## config.mk

```make
export PLATFORM = sky130hd
export DESIGN_NAME = mips_id_ex_stage_flat
export DESIGN_NICKNAME = d
export VERILOG_FILES = /design/src/rtl/mips_id_ex_stage_pkg.sv /design/src/rtl/mips_id_ex_stage_if.sv /design/src/rtl/mips_id_ex_stage_fwd_unit.sv /design/src/rtl/mips_id_ex_stage.sv /design/src/flat_wrapper.sv
export SDC_FILE = /design/constraint.sdc
export NUM_CORES = 1
export LEC_CHECK = 0
export BUFFER_PORTS_ARGS = -buffer_cell sky130_fd_sc_hd__buf_4
export CAP_MARGIN = 0
export CELL_PAD_IN_SITES_DETAIL_PLACEMENT = 1
export CELL_PAD_IN_SITES_GLOBAL_PLACEMENT = 2
export CORE_UTILIZATION = 23
export CTS_CLUSTER_SIZE = 20
export DETAILED_ROUTE_END_ITERATION = 8
export HOLD_SLACK_MARGIN = 0.02
export PLACE_DENSITY_LB_ADDON = 0.1
export SYNTH_ARGS = -nofsm -noshare
export SYNTH_HDL_FRONTEND = slang
export SYNTH_SLANG_ARGS = --single-unit
```

## constraint.sdc

```tcl
create_clock -name clk -period 1.84 [get_ports clk]
set_clock_uncertainty 0.15 [all_clocks]
set_input_delay 0.092 -clock clk [delete_from_list [all_inputs] [get_ports clk]]
set_output_delay 0.092 -clock clk [all_outputs]
set_load 0.02 [all_outputs]
```

## src/rtl/mips_id_ex_stage_pkg.sv

```systemverilog
// Shared types and constants for the MIPS ID/EX stage and its forwarding units.
// The optional feature macro is MIPS_FORWARDING_EN; it is consumed by the stage files.
package mips_id_ex_stage_pkg;

    localparam int Data_Width     = 32;
    localparam int Reg_Addr_Width = 5;

    typedef enum logic [3:0] {
        ADD_ALU_Sel = 4'd0,
        SUB_ALU_Sel = 4'd1,
        AND_ALU_Sel = 4'd2,
        OR_ALU_Sel  = 4'd3,
        XOR_ALU_Sel = 4'd4,
        NOR_ALU_Sel = 4'd5,
        SLT_ALU_Sel = 4'd6,
        SLL_ALU_Sel = 4'd7,
        SRL_ALU_Sel = 4'd8,
        SRA_ALU_Sel = 4'd9,
        LUI_ALU_Sel = 4'd10
    } alu_sel_t;

    typedef enum logic [1:0] {
        FWD_NONE = 2'd0,
        FWD_EXM  = 2'd1,
        FWD_MWB  = 2'd2
    } fwd_sel_t;

    // Register 0 is hard-wired, so a write aimed at it never matches a reader.
    function automatic logic addr_match(
        input logic                      we,
        input logic [Reg_Addr_Width-1:0] dest,
        input logic [Reg_Addr_Width-1:0] src
    );
        return we && (dest == src) && (src != {Reg_Addr_Width{1'b0}});
    endfunction

endpackage

```

## src/rtl/mips_id_ex_stage_if.sv

```systemverilog
// Decode-to-stage and stage-to-ALU channels of the ID/EX stage.
// master = environment (decode + EX), slave = the ID/EX stage itself.
interface mips_id_ex_stage_if
    import mips_id_ex_stage_pkg::*;
();
    logic                      in_valid;
    logic                      in_ready;
    alu_sel_t                  in_alu_sel;
    logic [Reg_Addr_Width-1:0] in_rs_addr;
    logic [Reg_Addr_Width-1:0] in_rt_addr;
    logic [Data_Width-1:0]     in_rs_data;
    logic [Data_Width-1:0]     in_rt_data;
    logic [Data_Width-1:0]     in_imm;
    logic                      in_use_imm;
    logic [4:0]                in_shamt;
    logic [Reg_Addr_Width-1:0] in_dest_addr;
    logic                      in_reg_write;
    logic                      in_is_load;

    logic                      out_valid;
    logic                      out_ready;
    alu_sel_t                  alu_sel;
    logic [Data_Width-1:0]     data_in1;
    logic [Data_Width-1:0]     data_in2;
    logic [4:0]                shamt;
    logic [Reg_Addr_Width-1:0] dest_addr;
    logic                      reg_write;
    logic                      is_load;

    modport master (
        output in_valid, in_alu_sel, in_rs_addr, in_rt_addr, in_rs_data, in_rt_data,
               in_imm, in_use_imm, in_shamt, in_dest_addr, in_reg_write, in_is_load, out_ready,
        input  in_ready, out_valid, alu_sel, data_in1, data_in2, shamt, dest_addr, reg_write, is_load
    );

    modport slave (
        input  in_valid, in_alu_sel, in_rs_addr, in_rt_addr, in_rs_data, in_rt_data,
               in_imm, in_use_imm, in_shamt, in_dest_addr, in_reg_write, in_is_load, out_ready,
        output in_ready, out_valid, alu_sel, data_in1, data_in2, shamt, dest_addr, reg_write, is_load
    );

endinterface

```

## src/rtl/mips_id_ex_stage_fwd_unit.sv

```systemverilog
// Per-operand forwarding compare and 3:1 source mux (EX/MEM > MEM/WB > register file).
// With MIPS_FORWARDING_EN undefined any pending writer match becomes a stall instead.
module mips_fwd_unit
    import mips_id_ex_stage_pkg::*;
(
    input  logic [Reg_Addr_Width-1:0] src_addr,
    input  logic                      src_used,
    input  logic [Data_Width-1:0]     rf_data,
    input  logic                      exm_reg_write,
    input  logic [Reg_Addr_Width-1:0] exm_dest_addr,
    input  logic [Data_Width-1:0]     exm_data,
    input  logic                      exm_load,
    input  logic                      mwb_reg_write,
    input  logic [Reg_Addr_Width-1:0] mwb_dest_addr,
    input  logic [Data_Width-1:0]     mwb_data,
    output logic [Data_Width-1:0]     operand,
    output logic                      hazard
);

    logic     exm_hit_s;
    logic     mwb_hit_s;
    fwd_sel_t fwd_sel_s;

    // Match detection, source selection and stall request for this operand.
    always_comb begin
        exm_hit_s = src_used && addr_match(exm_reg_write, exm_dest_addr, src_addr);
        mwb_hit_s = src_used && addr_match(mwb_reg_write, mwb_dest_addr, src_addr);
`ifdef MIPS_FORWARDING_EN
        if (exm_hit_s) begin
            fwd_sel_s = FWD_EXM;
        end else if (mwb_hit_s) begin
            fwd_sel_s = FWD_MWB;
        end else begin
            fwd_sel_s = FWD_NONE;
        end
        // A load result is not available until it reaches MEM/WB.
        hazard = exm_hit_s && exm_load;
`else
        fwd_sel_s = FWD_NONE;
        hazard    = (exm_hit_s && exm_load) || exm_hit_s || mwb_hit_s;
`endif
        case (fwd_sel_s)
            FWD_EXM: operand = exm_data;
            FWD_MWB: operand = mwb_data;
            default: operand = rf_data;
        endcase
    end

endmodule

```

## src/rtl/mips_id_ex_stage.sv

```systemverilog
// ID/EX pipeline register feeding the MIPS ALU: hazard stall, operand forwarding, flush.
// Define MIPS_FORWARDING_EN to enable forwarding and held-entry snooping of MEM/WB.
module mips_id_ex_stage
    import mips_id_ex_stage_pkg::*;
(
    input  logic                      clk,
    input  logic                      rst_n,
    mips_id_ex_stage_if.slave         bus,
    input  logic                      flush,
    input  logic                      exm_reg_write,
    input  logic [Reg_Addr_Width-1:0] exm_dest_addr,
    input  logic [Data_Width-1:0]     exm_data,
    input  logic                      exm_load,
    input  logic                      mwb_reg_write,
    input  logic [Reg_Addr_Width-1:0] mwb_dest_addr,
    input  logic [Data_Width-1:0]     mwb_data
);

    logic [Data_Width-1:0]     rs_operand_s, rt_operand_s;
    logic                      rs_hazard_s, rt_hazard_s;
    logic                      hazard_s, ready_s, capture_s;

    logic                      out_valid_r;
    alu_sel_t                  alu_sel_r;
    logic [Data_Width-1:0]     data_in1_r, data_in2_r;
    logic [4:0]                shamt_r;
    logic [Reg_Addr_Width-1:0] dest_addr_r;
    logic                      reg_write_r, is_load_r;

    mips_fwd_unit u_rs_fwd (
        .src_addr(bus.in_rs_addr), .src_used(1'b1), .rf_data(bus.in_rs_data),
        .exm_reg_write(exm_reg_write), .exm_dest_addr(exm_dest_addr), .exm_data(exm_data),
        .exm_load(exm_load), .mwb_reg_write(mwb_reg_write), .mwb_dest_addr(mwb_dest_addr),
        .mwb_data(mwb_data), .operand(rs_operand_s), .hazard(rs_hazard_s)
    );

    mips_fwd_unit u_rt_fwd (
        .src_addr(bus.in_rt_addr), .src_used(!bus.in_use_imm), .rf_data(bus.in_rt_data),
        .exm_reg_write(exm_reg_write), .exm_dest_addr(exm_dest_addr), .exm_data(exm_data),
        .exm_load(exm_load), .mwb_reg_write(mwb_reg_write), .mwb_dest_addr(mwb_dest_addr),
        .mwb_data(mwb_data), .operand(rt_operand_s), .hazard(rt_hazard_s)
    );

    // Handshake: flush always drains the input, otherwise stall on hazard or a held entry.
    always_comb begin
        hazard_s  = rs_hazard_s || rt_hazard_s;
        ready_s   = flush || (!hazard_s && (!out_valid_r || bus.out_ready));
        capture_s = bus.in_valid && ready_s && !flush;
    end

`ifdef MIPS_FORWARDING_EN
    logic [Reg_Addr_Width-1:0] held_rs_r, held_rt_r;
    logic                      held_use_imm_r;
    logic                      rs_snoop_s, rt_snoop_s;

    // Source tags of the captured entry, used to refresh it while EX is stalled.
    always_ff @(posedge clk or negedge rst_n) begin
        if (!rst_n) begin
            held_rs_r      <= {Reg_Addr_Width{1'b0}};
            held_rt_r      <= {Reg_Addr_Width{1'b0}};
            held_use_imm_r <= 1'b0;
        end else if (capture_s) begin
            held_rs_r      <= bus.in_rs_addr;
            held_rt_r      <= bus.in_rt_addr;
            held_use_imm_r <= bus.in_use_imm;
        end
    end

    // MEM/WB writes that land on a held operand's source register.
    always_comb begin
        rs_snoop_s = addr_match(mwb_reg_write, mwb_dest_addr, held_rs_r);
        rt_snoop_s = !held_use_imm_r && addr_match(mwb_reg_write, mwb_dest_addr, held_rt_r);
    end
`endif

    // Pipeline register: flush > capture > consume > hold.
    always_ff @(posedge clk or negedge rst_n) begin
        if (!rst_n) begin
            out_valid_r <= 1'b0;
            alu_sel_r   <= ADD_ALU_Sel;
            data_in1_r  <= {Data_Width{1'b0}};
            data_in2_r  <= {Data_Width{1'b0}};
            shamt_r     <= 5'd0;
            dest_addr_r <= {Reg_Addr_Width{1'b0}};
            reg_write_r <= 1'b0;
            is_load_r   <= 1'b0;
        end else if (flush) begin
            out_valid_r <= 1'b0;
            reg_write_r <= 1'b0;
        end else if (capture_s) begin
            out_valid_r <= 1'b1;
            alu_sel_r   <= bus.in_alu_sel;
            data_in1_r  <= rs_operand_s;
            data_in2_r  <= bus.in_use_imm ? bus.in_imm : rt_operand_s;
            shamt_r     <= bus.in_shamt;
            dest_addr_r <= bus.in_dest_addr;
            reg_write_r <= bus.in_reg_write;
            is_load_r   <= bus.in_is_load;
        end else if (out_valid_r && bus.out_ready) begin
            out_valid_r <= 1'b0;
        end
`ifdef MIPS_FORWARDING_EN
        else if (out_valid_r) begin
            if (rs_snoop_s) data_in1_r <= mwb_data;
            if (rt_snoop_s) data_in2_r <= mwb_data;
        end
`endif
    end

    assign bus.in_ready  = ready_s;
    assign bus.out_valid = out_valid_r;
    assign bus.alu_sel   = alu_sel_r;
    assign bus.data_in1  = data_in1_r;
    assign bus.data_in2  = data_in2_r;
    assign bus.shamt     = shamt_r;
    assign bus.dest_addr = dest_addr_r;
    assign bus.reg_write = reg_write_r;
    assign bus.is_load   = is_load_r;

endmodule

```

## src/flat_wrapper.sv

```systemverilog
// flat-port wrapper written by rule: the top's interface ports become plain ports
module mips_id_ex_stage_flat import mips_id_ex_stage_pkg::*;
  (clk, rst_n, flush, exm_reg_write, exm_dest_addr, exm_data, exm_load, mwb_reg_write, mwb_dest_addr, mwb_data, bus_in_valid, bus_in_alu_sel, bus_in_rs_addr, bus_in_rt_addr, bus_in_rs_data, bus_in_rt_data, bus_in_imm, bus_in_use_imm, bus_in_shamt, bus_in_dest_addr, bus_in_reg_write, bus_in_is_load, bus_out_ready, bus_in_ready, bus_out_valid, bus_alu_sel, bus_data_in1, bus_data_in2, bus_shamt, bus_dest_addr, bus_reg_write, bus_is_load);
  mips_id_ex_stage_if bus_i ();
  input  logic clk;
  input  logic rst_n;
  input  logic flush;
  input  logic exm_reg_write;
  input  logic [Reg_Addr_Width-1:0] exm_dest_addr;
  input  logic [Data_Width-1:0] exm_data;
  input  logic exm_load;
  input  logic mwb_reg_write;
  input  logic [Reg_Addr_Width-1:0] mwb_dest_addr;
  input  logic [Data_Width-1:0] mwb_data;
  input wire logic [$bits(bus_i.in_valid)-1:0] bus_in_valid;
  input wire logic [$bits(bus_i.in_alu_sel)-1:0] bus_in_alu_sel;
  input wire logic [$bits(bus_i.in_rs_addr)-1:0] bus_in_rs_addr;
  input wire logic [$bits(bus_i.in_rt_addr)-1:0] bus_in_rt_addr;
  input wire logic [$bits(bus_i.in_rs_data)-1:0] bus_in_rs_data;
  input wire logic [$bits(bus_i.in_rt_data)-1:0] bus_in_rt_data;
  input wire logic [$bits(bus_i.in_imm)-1:0] bus_in_imm;
  input wire logic [$bits(bus_i.in_use_imm)-1:0] bus_in_use_imm;
  input wire logic [$bits(bus_i.in_shamt)-1:0] bus_in_shamt;
  input wire logic [$bits(bus_i.in_dest_addr)-1:0] bus_in_dest_addr;
  input wire logic [$bits(bus_i.in_reg_write)-1:0] bus_in_reg_write;
  input wire logic [$bits(bus_i.in_is_load)-1:0] bus_in_is_load;
  input wire logic [$bits(bus_i.out_ready)-1:0] bus_out_ready;
  output wire logic [$bits(bus_i.in_ready)-1:0] bus_in_ready;
  output wire logic [$bits(bus_i.out_valid)-1:0] bus_out_valid;
  output wire logic [$bits(bus_i.alu_sel)-1:0] bus_alu_sel;
  output wire logic [$bits(bus_i.data_in1)-1:0] bus_data_in1;
  output wire logic [$bits(bus_i.data_in2)-1:0] bus_data_in2;
  output wire logic [$bits(bus_i.shamt)-1:0] bus_shamt;
  output wire logic [$bits(bus_i.dest_addr)-1:0] bus_dest_addr;
  output wire logic [$bits(bus_i.reg_write)-1:0] bus_reg_write;
  output wire logic [$bits(bus_i.is_load)-1:0] bus_is_load;
  assign bus_i.in_valid = bus_in_valid;
  assign bus_i.in_alu_sel = bus_in_alu_sel;
  assign bus_i.in_rs_addr = bus_in_rs_addr;
  assign bus_i.in_rt_addr = bus_in_rt_addr;
  assign bus_i.in_rs_data = bus_in_rs_data;
  assign bus_i.in_rt_data = bus_in_rt_data;
  assign bus_i.in_imm = bus_in_imm;
  assign bus_i.in_use_imm = bus_in_use_imm;
  assign bus_i.in_shamt = bus_in_shamt;
  assign bus_i.in_dest_addr = bus_in_dest_addr;
  assign bus_i.in_reg_write = bus_in_reg_write;
  assign bus_i.in_is_load = bus_in_is_load;
  assign bus_i.out_ready = bus_out_ready;
  assign bus_in_ready = bus_i.in_ready;
  assign bus_out_valid = bus_i.out_valid;
  assign bus_alu_sel = bus_i.alu_sel;
  assign bus_data_in1 = bus_i.data_in1;
  assign bus_data_in2 = bus_i.data_in2;
  assign bus_shamt = bus_i.shamt;
  assign bus_dest_addr = bus_i.dest_addr;
  assign bus_reg_write = bus_i.reg_write;
  assign bus_is_load = bus_i.is_load;
  mips_id_ex_stage u_core (.clk(clk), .rst_n(rst_n), .bus(bus_i), .flush(flush), .exm_reg_write(exm_reg_write), .exm_dest_addr(exm_dest_addr), .exm_data(exm_data), .exm_load(exm_load), .mwb_reg_write(mwb_reg_write), .mwb_dest_addr(mwb_dest_addr), .mwb_data(mwb_data));
endmodule
```

* Word level (Yosys, flattened, before mapping) *
Cells that the tools add are included.

cells by class
  eq/ne operators = 4
  muxes and demuxes = 6
  bitwise gates (word level) = 1
  reduce and logical (&&, ||, !) cells = 32

operators by type and width
  operator             number
  32-bit 2-to-1 mux    1
  5-bit equality test  4
  1-bit logical AND    16
  5-bit nonzero test   2
  1-bit logical OR     7
  1-bit 2-to-1 mux     5
  1-bit zero test      4
  3-bit nonzero test   1
  2-bit AND reduction  1
  2-bit nonzero test   1
  1-bit inverter       1

storage, ports and cells
  register bits after elaboration = 81
  input bits = 205
  output and inout port bits = 82
  word-level logic and storage cells = 51

* Longest topological paths before layout *
  depth after elaboration = 15
  gate-level depth with buffers = 8
  depth with buffers taken out = 6

* By module *
From an unflattened synthesis, not the netlist that was laid out.

second synthesis, totals
  cell total of the unflattened synthesis = 313
  area total of the unflattened synthesis = 4,209.0 um2

modules (own cells, without submodules)
  module            times used  cells an instance  area each (um2)  seq. area each (um2)
  mips_id_ex_stage  1           215                3,460.8          2,026.9
  mips_fwd_unit     2           49                 374.1            0.0

* Worst setup path before layout *
OpenSTA, ideal clock, no wires.

  kind = input-to-reg
  from = in mwb_dest_addr[4]
  to = reg u_core.data_in1_r[19] (netlist: u_core.bus.data_in1[19])
  library setup time = 0.125 ns
  data arrival time = 1.654 ns
  required time = 1.565 ns
  setup slack = -0.089 ns
  cell stages on the path = 8
  buffers on the path = 2
  cell sequence = xor2_1 -> nor4_1 -> nand3_1 -> a221o_1 -> nand4_4 -> buf_6 -> buf_12 -> mux2_4

on the way
  word-level cells in the longest chain between the ends = 12
  elaborated cells on any way between the ends = 16
  those cells by class = 2 x eq/ne; 14 x reduce/logical

ends and longest elaborated chain
  what                                      RTL line                         text
  start: declaration                        flat_wrapper.sv:13               input logic [Reg_Addr_Width-1:0] mwb_dest_addr;
  5-bit equality test                       mips_id_ex_stage_pkg.sv:34       return we && (dest == src) && (src != {Reg_Addr_Width{1'b0}});
  1-bit logical AND (2 in a row)            mips_id_ex_stage_pkg.sv:34
  1-bit logical AND                         mips_id_ex_stage_fwd_unit.sv:27  mwb_hit_s = src_used && addr_match(mwb_reg_write, mwb_dest_addr, src_addr);
  1-bit logical OR                          mips_id_ex_stage_fwd_unit.sv:40  hazard = (exm_hit_s && exm_load) || exm_hit_s || mwb_hit_s;
  1-bit logical OR (*)                      mips_id_ex_stage.sv:46           hazard_s = rs_hazard_s || rt_hazard_s;
  1-bit zero test (*)                       mips_id_ex_stage.sv:47           ready_s = flush || (!hazard_s && (!out_valid_r || bus.out_ready));
  1-bit logical AND (*)                     mips_id_ex_stage.sv:47
  1-bit logical OR (*)                      mips_id_ex_stage.sv:47
  1-bit logical AND (*) (2 in a row)        mips_id_ex_stage.sv:48           capture_s = bus.in_valid && ready_s && !flush;
  2-bit AND reduction (no source line) (*)  --
  end signal: assignment                    mips_id_ex_stage.sv:81           data_in1_r <= {Data_Width{1'b0}};
  end signal: assignment                    mips_id_ex_stage.sv:93           data_in1_r <= rs_operand_s;
  end: declaration                          mips_id_ex_stage.sv:25           logic [Data_Width-1:0] data_in1_r, data_in2_r;

Every way passes the cells marked *; elsewhere a longest branch is shown, timed or not.
A chain may end at the register's enable or synchronous reset.

* Final worst setup path *
  from = in bus_in_rt_addr[3]
  to = reg u_core.data_in1_r[29] (netlist: u_core.bus.data_in1[29])

on the way
  word-level cells in the longest chain between the ends = 14
  elaborated cells on any way between the ends = 19
  those cells by class = 2 x eq/ne; 17 x reduce/logical

ends and longest elaborated chain
  what                                      RTL line                         text
  start: declaration                        flat_wrapper.sv:18               input wire logic [$bits(bus_i.in_rt_addr)-1:0] bus_in_rt_addr;
  5-bit equality test                       mips_id_ex_stage_pkg.sv:34
  1-bit logical AND (2 in a row)            mips_id_ex_stage_pkg.sv:34
  1-bit logical AND                         mips_id_ex_stage_fwd_unit.sv:26  exm_hit_s = src_used && addr_match(exm_reg_write, exm_dest_addr, src_addr);
  1-bit logical AND                         mips_id_ex_stage_fwd_unit.sv:40
  1-bit logical OR                          mips_id_ex_stage_fwd_unit.sv:40
  1-bit logical OR (*)                      mips_id_ex_stage_fwd_unit.sv:40
  1-bit logical OR (*)                      mips_id_ex_stage.sv:46
  1-bit zero test (*)                       mips_id_ex_stage.sv:47
  1-bit logical AND (*)                     mips_id_ex_stage.sv:47
  1-bit logical OR (*)                      mips_id_ex_stage.sv:47
  1-bit logical AND (*) (2 in a row)        mips_id_ex_stage.sv:48
  2-bit AND reduction (no source line) (*)  --

Marks and branches as above.

==> metrics <==
largest net degree at the start of global routing=35; Detail Placement HPWL=8.79 mm; wire length of the first global-routing pass=20.3 mm; GRT Residual Overflow=0; WP data arrival=1.99 ns; layout cells sized above 1=0.620; number of inserted diodes=0; cell breakdown of the critical path=buf_8 -> xor2_2 -> nor4_2 -> nand3_1 -> a221o_1 -> nand4_4 -> buf_6 -> buf_12 -> mux2_2; CTS tree=done; worst hold path class=in2reg; Synth top area share=0.542; Residual DRC=0; multiplexer share of the synthesized area=0.347; initial antenna violation count=0; critical path type=in2reg; drt wl/cell=16.9 microns; site row count=46; setup violators final=79; Clk Latency, worst-skew pair=0.33 ns; slowest CP cell=a221o_1; Seq/Total Area, Yosys=0.542; P_leak=~0.0037 uW; CP endpoint kind=register; Slew @ Worst Pin=0.528 ns; Pre-Repair DR Iteration Count=4; unrepaired setup endpoints after global routing=true; Adder-Cell Fraction of Synth Area=0; crit start category=input pin; Final Hold Viols=0; Worst-path clk slew=0.06 ns; # IOs=roughly 290; crit path max fanout=8; cell count after synthesis=between 200 and 250; Synth Area in Compound Gates=0.0104; Placer Congestion=0.786; max-slew headroom at the worst pin=0.648; placed cell areas=0.00577 sq mm; Final nets=between 800 and 900; setup_tns=-4.47 ns; Starting DRT DRC Count=84; max_cap viols=0; WP data required=1.91 ns; Vias/cell=approximately 4.2; top cells by area, synth=dfrtp_1 54%, mux2_2 30%, mux2_4 4.0%; simple-gate portion of the synthesized area=0.0298; Die W=around 130 microns; Tcrit/Tclk final=1.05; Synth Net Count=452; Max Root-Sink Buffers=2; post-synthesis instance area=about 0.0037 sq mm; gr usage total=0.161; failing checks=negative setup slack; fin. max-slew vios=0; Final WS setup=-0.0877 ns; post-route design area=a little under 0.008 sq mm; Die Area=0.0168 sq mm; Die Y=130 microns; most frequent cells in the layout=235 x buf_4, 115 x dlygate4sd3_1, 81 x dfrtp_1; FF+latch count, synth=81; H-tree depth=3; status=finished, violations left; post-route ant nets=0; Num CTS Buffers=9; Area Overhead vs Synth=105%; Pwr per Cell Area=875 mW/mm^2; main combinational cell family by area after synthesis=multiplexers; CTS root buf=clkbuf_16; core area=0.0159 sq mm; CTS sink cnt=81; Syn. warnings=0; Peak VDD IR=0.000471 V; Cell variety after synth=25; XOR/XNOR Fraction of Synth Area=0.0468; most common cell after layout, fill and taps aside=buf_4; Tmin final=between 1.5 and 2 ns; Vias=roughly 3.5k; Mean Syn Cell Area=15.1 sq um; CP peak stage delay=0.41 ns; final wirelength=approximately 14 mm; area leader, netlist=dfrtp_1; FMAX=519 MHz; starting density of the core=0.236; vias in the first global route=roughly 3.8k; port buffer count=221
what timing repair did:
| action | CTS | global route |
|---|---|---|
| setup endpoints to repair | 79 | 79 |
| gates cloned | 3 | 4 |
| hold endpoints to repair | 150 | 0 |
| hold buffers | 115 | 0 |
| pin swaps | 4 | 5 |
| setup buffers | 4 | 1 |
| gates resized for setup | 22 | 43 |
synthesized netlist by cell type, drive strengths merged:
cell / instances
mux2: 111
dfrtp: 81
xnor2: 12
buf: 8
xor2: 8
clkbuf: 4
nand4: 4
nand2b: 3
nand2: 2
nand3: 2
nor4: 2
a21oi: 1
a221o: 1
a31o: 1
mux2i: 1
nor2: 1
nor2b: 1
nor3: 1
o21ai: 1
o22ai: 1
or4: 1
worst max-delay path, delay by kind of cell:
family	cells	cell delay [ns]
AOI/OAI and AO/OA	1	0.41
muxes	1	0.34
and+or+nand+nor	3	0.58
buffers and inverters	3	0.39
xor gates and xnor gates	1	0.16
final timing paths:
check | slack, ns | from | cells past startpoint | end
max reg2reg | 0.11 | u_core.bus.out_valid | 5 | u_core.bus.data_in1[8]
max | -0.09 | bus_in_rt_addr[3] | 9 | u_core.bus.data_in1[29]
min reg2reg | 0.36 | u_core.bus.data_in1[7] | 1 | u_core.bus.data_in1[7]
max in group asynchronous | 0.82 | rst_n | 3 | u_core.bus.dest_addr[3]
min in group asynchronous | 0.13 | rst_n | 2 | u_core.bus.data_in1[9]
min | 0.06 | bus_out_ready | 3 | u_core.bus.out_valid
state kept, by name (all words and copies together), names as in the netlist:
name and flops:
u_core.bus.data_in1 32, u_core.bus.reg_write 1, u_core.bus.data_in2 32, u_core.bus.shamt 5
u_core.bus.alu_sel 4, u_core.bus.is_load 1, u_core.bus.dest_addr 5, u_core.bus.out_valid 1
kinds of logic after synthesis:
kind of cell / count (synthesis)
multiplexers: 112
flip-flops: 81
XOR/XNOR: 20
AND/OR/NAND/NOR: 17
buffers and inverters: 12
AO/OA/AOI/OAI: 5
stage by stage:
| stage | total power [uW] | cells | worst slack [ns] | util | hold WS, ns |
|---|---|---|---|---|---|
| global placement | 4420 | 693 | -0.391 | 0.364 | -0.0407 |
| detailed placement | 4450 | 693 | -0.529 | 0.364 | -0.0423 |
| finish | 6720 | 834 | -0.0877 | 0.484 | 0.0625 |
| CTS | 6650 | 829 | -0.0670 | 0.467 | 0.0282 |
| global route | 7050 | 834 | -0.128 | 0.484 | 0.0774 |
| floorplan | 3370 | 247 | -0.0808 | - | -0.354 |
power by group:
part | leakage (uW) | internal (uW) | total (uW) | switching (uW)
Sequential | 0.000954 | 2150 | 2360 | 210
Clock | 0.000145 | 1110 | 1820 | 707
Combinational | 0.00263 | 1470 | 2540 | 1070
Total | 0.00373 | 4730 | 6720 | 1990
layout make-up:
| class | count | area, sq um |
|---|---|---|
| Tap cell | 216 | 270 |
| Multi-Input combinational cell | 154 | 1830 |
| Fill cell | 1669 | 8200 |
| Clock inverter | 2 | 38.8 |
| Clock buffer | 12 | 256 |
| Timing Repair Buffer | 369 | 3260 |
| Sequential cell | 81 | 2030 |
metal layers:
layer	vias up	share of wire	global-route usage
li1	1615	-	-
met1	1688	0.40	0.182
met2	153	0.48	0.273
met3	18	0.095	0.0619
met4	0	0.019	0.0650
met5	-	0	0
(Power assumes the default switching activity.)
